--- src/rtl/elevator_if.sv ---
// Sensor/button/command bundle for the elevator controller.
// ELEVATOR_PENDING_OUT_EN adds the pending_req status bus.
interface elevator_if;
    logic [1:0] current_floor;
    logic [3:0] buttons_in;
    logic [3:0] buttons_out;
    logic [3:0] motor;
    logic       dir_up;
    logic       dir_down;
`ifdef ELEVATOR_PENDING_OUT_EN
    logic [3:0] pending_req;

    modport master (output current_floor, buttons_in, buttons_out,
                    input  motor, dir_up, dir_down, pending_req);
    modport slave  (input  current_floor, buttons_in, buttons_out,
                    output motor, dir_up, dir_down, pending_req);
`else
    modport master (output current_floor, buttons_in, buttons_out,
                    input  motor, dir_up, dir_down);
    modport slave  (input  current_floor, buttons_in, buttons_out,
                    output motor, dir_up, dir_down);
`endif
endinterface

--- src/rtl/elevator.sv ---
// 4-floor SCAN elevator controller with registered one-hot motor command.
// ELEVATOR_PENDING_OUT_EN exposes the pending request register on the bus.
module elevator #(
    parameter int DOOR_CYCLES = 3
) (
    input  logic       clk,
    input  logic       reset,
    elevator_if.slave  bus
);
    localparam logic [1:0] S_IDLE = 2'd0;
    localparam logic [1:0] S_UP   = 2'd1;
    localparam logic [1:0] S_DOWN = 2'd2;
    localparam logic [1:0] S_DOOR = 2'd3;
    localparam logic [7:0] DOOR_LAST = 8'(DOOR_CYCLES - 1);

    logic [1:0] state_q, state_d;
    logic [3:0] pending_q, pending_d;
    logic       last_dir_q, last_dir_d;
    logic [7:0] cnt_q, cnt_d;
    logic [3:0] motor_q;
    logic       dir_up_q, dir_down_q;

    logic [3:0] req;
    logic [1:0] cf;
    logic       above, below, here;

    assign cf = bus.current_floor;

    always_comb begin
        req   = pending_q | bus.buttons_in | bus.buttons_out;
        above = 1'b0;
        below = 1'b0;
        for (int i = 0; i < 4; i++) begin
            if (req[i] && (i > int'(cf))) above = 1'b1;
            if (req[i] && (i < int'(cf))) below = 1'b1;
        end
        here = req[cf];

        state_d = state_q;
        cnt_d   = cnt_q;
        case (state_q)
            S_IDLE: begin
                if (here)       state_d = S_DOOR;
                else if (above) state_d = S_UP;
                else if (below) state_d = S_DOWN;
            end
            S_UP: begin
                if (here)       state_d = S_DOOR;
                else if (above) state_d = S_UP;
                else if (below) state_d = S_DOWN;
                else            state_d = S_IDLE;
            end
            S_DOWN: begin
                if (here)       state_d = S_DOOR;
                else if (below) state_d = S_DOWN;
                else if (above) state_d = S_UP;
                else            state_d = S_IDLE;
            end
            default: begin
                // Dwell, then resume in the remembered direction first.
                if (cnt_q == DOOR_LAST) begin
                    cnt_d = 8'd0;
                    if (last_dir_q) begin
                        if (above)      state_d = S_UP;
                        else if (below) state_d = S_DOWN;
                        else            state_d = S_IDLE;
                    end else begin
                        if (below)      state_d = S_DOWN;
                        else if (above) state_d = S_UP;
                        else            state_d = S_IDLE;
                    end
                end else begin
                    cnt_d = cnt_q + 8'd1;
                end
            end
        endcase
        if ((state_d == S_DOOR) && (state_q != S_DOOR)) cnt_d = 8'd0;

        // A request at the floor being served is absorbed.
        pending_d = req;
        if ((state_d == S_DOOR) || (state_q == S_DOOR)) pending_d[cf] = 1'b0;

        last_dir_d = last_dir_q;
        if (state_d == S_UP)   last_dir_d = 1'b1;
        if (state_d == S_DOWN) last_dir_d = 1'b0;
    end

    always_ff @(posedge clk or negedge reset) begin
        if (!reset) begin
            state_q    <= S_IDLE;
            pending_q  <= 4'b0000;
            last_dir_q <= 1'b1;
            cnt_q      <= 8'd0;
            motor_q    <= 4'b0001;
            dir_up_q   <= 1'b0;
            dir_down_q <= 1'b0;
        end else begin
            state_q    <= state_d;
            pending_q  <= pending_d;
            last_dir_q <= last_dir_d;
            cnt_q      <= cnt_d;
            motor_q    <= 4'b0001 << state_d;
            dir_up_q   <= (state_d == S_UP);
            dir_down_q <= (state_d == S_DOWN);
        end
    end

    assign bus.motor    = motor_q;
    assign bus.dir_up   = dir_up_q;
    assign bus.dir_down = dir_down_q;
`ifdef ELEVATOR_PENDING_OUT_EN
    assign bus.pending_req = pending_q;
`endif
endmodule

--- src/flat_wrapper.sv ---
// flat-port wrapper written by rule: the top's interface ports become plain ports
module elevator_flat 
#(
    parameter int DOOR_CYCLES = 3
)
  (clk, reset, bus_current_floor, bus_buttons_in, bus_buttons_out, bus_motor, bus_dir_up, bus_dir_down);
  elevator_if bus_i ();
  input  logic clk;
  input  logic reset;
  input wire logic [$bits(bus_i.current_floor)-1:0] bus_current_floor;
  input wire logic [$bits(bus_i.buttons_in)-1:0] bus_buttons_in;
  input wire logic [$bits(bus_i.buttons_out)-1:0] bus_buttons_out;
  output wire logic [$bits(bus_i.motor)-1:0] bus_motor;
  output wire logic [$bits(bus_i.dir_up)-1:0] bus_dir_up;
  output wire logic [$bits(bus_i.dir_down)-1:0] bus_dir_down;
  assign bus_i.current_floor = bus_current_floor;
  assign bus_i.buttons_in = bus_buttons_in;
  assign bus_i.buttons_out = bus_buttons_out;
  assign bus_motor = bus_i.motor;
  assign bus_dir_up = bus_i.dir_up;
  assign bus_dir_down = bus_i.dir_down;
  elevator #(.DOOR_CYCLES(DOOR_CYCLES)) u_core (.clk(clk), .reset(reset), .bus(bus_i));
endmodule
--- config.mk ---
export PLATFORM = sky130hd
export DESIGN_NAME = elevator_flat
export DESIGN_NICKNAME = d
export VERILOG_FILES = /design/src/rtl/elevator_if.sv /design/src/rtl/elevator.sv /design/src/flat_wrapper.sv
export SDC_FILE = /design/constraint.sdc
export NUM_CORES = 1
export LEC_CHECK = 0
export BUFFER_PORTS_ARGS = -buffer_cell sky130_fd_sc_hd__buf_2
export CAP_MARGIN = 25
export CORE_ASPECT_RATIO = 1.4
export CORE_MARGIN = 2
export CORE_UTILIZATION = 53
export DETAILED_ROUTE_END_ITERATION = 6
export PLACE_DENSITY = 0.77
export SLEW_MARGIN = 20
export SYNTH_ARGS = -nofsm -noshare
export SYNTH_HDL_FRONTEND = slang
export SYNTH_SLANG_ARGS = --single-unit
--- constraint.sdc ---
create_clock -name clk -period 3.1 [get_ports clk]
set_clock_uncertainty 0.05 [all_clocks]
set_input_delay 0.155 -clock clk [delete_from_list [all_inputs] [get_ports clk]]
set_output_delay 0.155 -clock clk [all_outputs]
set_load 0.1 [all_outputs]
==> run metrics <==
dpl cells 133; core area 1780 um2; area of the die 2260 um2; Core Rows 18; worst r2r src u_core.cnt_q[0]; crit-path max cell delay 0.43 ns; vias in the first global route 714; routed vias/inst 5.86; Slowest-stage cell, CP dfrtp_1; post-layout minimum cycle time 2.50 ns; dominant cell type by area after synthesis dfrtp_1; DRC 0; Synth Flop Type dfrtp_1; DR iter-0 viols 28; fraction of registers with async set/reset 100%; maximum vdd drop 0.000584 V; IO Count 18; Seq/Total Area, Yosys 47.6%; syn_area_per_cell 10.1 um2; Placer Congestion 0.915; top cells by area, synth dfrtp_1 42%, ha_1 7.5%, dfstp_2 5.2%; clk root buf clkbuf_4; Slew @ Worst Pin 0.486 ns; Hold Buf Count CTS 1; CTS tree built; Worst R2R Setup Slack 0.60 ns; startpoint types register; Pwr Density 888 nW/um2; Post-CTS Setup Bufs 0; critical-path maximum fanout 9; share of post-route cells with drive strength above 1 22.9%; area share of the largest cell type after synthesis 42.4%; Setup violations, final 0; CP top delay family compound AO/OA/AOI/OAI gates; Routed Antenna Nets 0; reg2reg end u_core.pending_q[0]; Total Routing Usage GR 18.1%; CTS H-tree depth 1; Initial Util 56.4%; Post-synth EDFFs 0; final non-filler cell total 138; outcome finished, final reports clean; hold_sp bus_current_floor[0]; initial antenna violation count 0; final cycle utilization of the critical path 80.8%; Area growth syn-to-layout 12.7%; total length of routed wires 1.92 mm; grt ovf 0; die height 55.5 um; PortBufs 17; Syn Inst Count 99; total clock sinks 19; CTS Buf Count 3; Cell Chain, Critical Path inv_1, ha_1, nor3b_1, a21o_2, o21ai_2, o21bai_1, ha_1, nor2_1, nor2_1, a21oi_1; CTS max path bufs 2; Placement Cell Area 1090 um2; Syn Nets 117; critical path arrival 2.66 ns; placed wire-length estimate 1.46 mm; Die Width 40.8 um; Clock transition at path regs 0.10 ns; Inserted Diodes 0; Slew Viols, Final 0; Netlist cell types 35; Buf/Inv on CP 1; Final Cell Area 1130 um2; Seq cells post-synth 19; kind of critical path register to register; largest net degree at the start of global routing 20; Slew HR 67.8%; WL/cell 13.9 um; Lkg Pwr 0.000551 uW; endpoints failing hold 0; DR vias 808; cells on worst reg2reg path 10; Total Nets Final 137; TNS Setup 0 ns; FMAX 399 MHz; CTS resizes 0; first-pass GRT wire length 2.95 mm; synthesized cell area 1000 um2; HP Class primary input to register; clk_lat worst skew 0.29 ns; Final Core Density 63.6%; Worst Hold Slack 0.0631 ns; setup repair after global routing missed its margin no; Crit path required time 3.26 ns; Max Cap Violations 0; CP endpoint kind register; YS warnings 0; most frequent cells in the layout 17 x buf_2, 17 x dfrtp_1, 9 x a21oi_1; Hold Path End u_core.pending_q[1]; drt pass-1 iters 4; Hold Path Cell Cnt 2
-- registers in the layout (all words and copies together), names as in the netlist --
signal	flops
u_core.cnt_q	8
u_core.pending_q	4
u_core.bus.motor	3
u_core.state_q	2
u_core.bus.dir_up	1
u_core.last_dir_q	1
-- stage by stage --
step | setup WS [ns] | total power [uW]
floorplan | 0.933 | 794
global placement | 0.690 | 878
detailed placement | 0.638 | 887
CTS | 0.598 | 1010
global route | 0.294 | 1070
finish | 0.596 | 1000
-- logic make-up after synthesis --
group,count (synthesis),synth area share (%)
mux,3,4.24
compound gates,31,20.0
fa+ha+maj,6,7.48
buf+inv,9,4.11
simple gates,31,16.6
flops,19,47.6
-- power breakdown --
| part | internal (uW) | total [uW] | leakage (uW) | switching [uW] |
|---|---|---|---|---|
| Clock | 50.0 | 120 | 0.0000150 | 70.0 |
| Sequential | 308 | 355 | 0.000227 | 47.1 |
| Combinational | 157 | 529 | 0.000310 | 371 |
| Total | 516 | 1000 | 0.000551 | 488 |
-- worst reg2reg max path, stage by stage (launching register included) --
cell and delay (ns):
dfrtp_1 0.43, inv_1 0.07, ha_1 0.13, nor3b_1 0.29, a21o_2 0.28, o21ai_2 0.10
o21bai_1 0.21, ha_1 0.24, nor2_1 0.34, nor2_1 0.11, a21oi_1 0.18
-- synth_stat cells (all sizes together) (2+ instances only) --
cell / n
a21oi: 9
ha: 6
or3: 3
nor3: 5
dfrtp: 17
nand3: 2
and2: 2
and3: 2
nand2: 7
a31oi: 2
nor2: 2
o21bai: 2
inv: 6
nor2b: 3
o21ai: 9
a22o: 3
dfstp: 2
buf: 2
mux2i: 2
-- routing by layer --
metal | vias up | routed length (um) | track usage [%]
met5 | - | 0 | 0
met4 | 0 | 40 | 8.10
met3 | 6 | 88 | 3.61
met2 | 23 | 966 | 27.2
met1 | 379 | 824 | 24.2
li1 | 400 | - | -
-- layout make-up --
class	count	area, um2
clock buffers	4	26.3
fillers	146	648
inverters	6	22.5
multi-input cells	71	484
flip-flops and latches	19	478
well taps	20	25.0
repair buffers	18	95.1
-- worst max path at each step --
stage                     cells after the start                start  slack, ns             endpoint
final                                        10      u_core.cnt_q[0]       0.60  u_core.pending_q[0]
after global routing                          8      u_core.cnt_q[4]       0.29      u_core.cnt_q[7]
after CTS                                    10      u_core.cnt_q[0]       0.60  u_core.pending_q[0]
after detailed placement                     10      u_core.cnt_q[0]       0.64  u_core.pending_q[0]
after global placement                        8  u_core.pending_q[0]       0.69      u_core.cnt_q[3]
after floorplan                               8  u_core.pending_q[0]       0.93      u_core.cnt_q[2]
No activity file was read; power rests on OpenSTA's default activity.
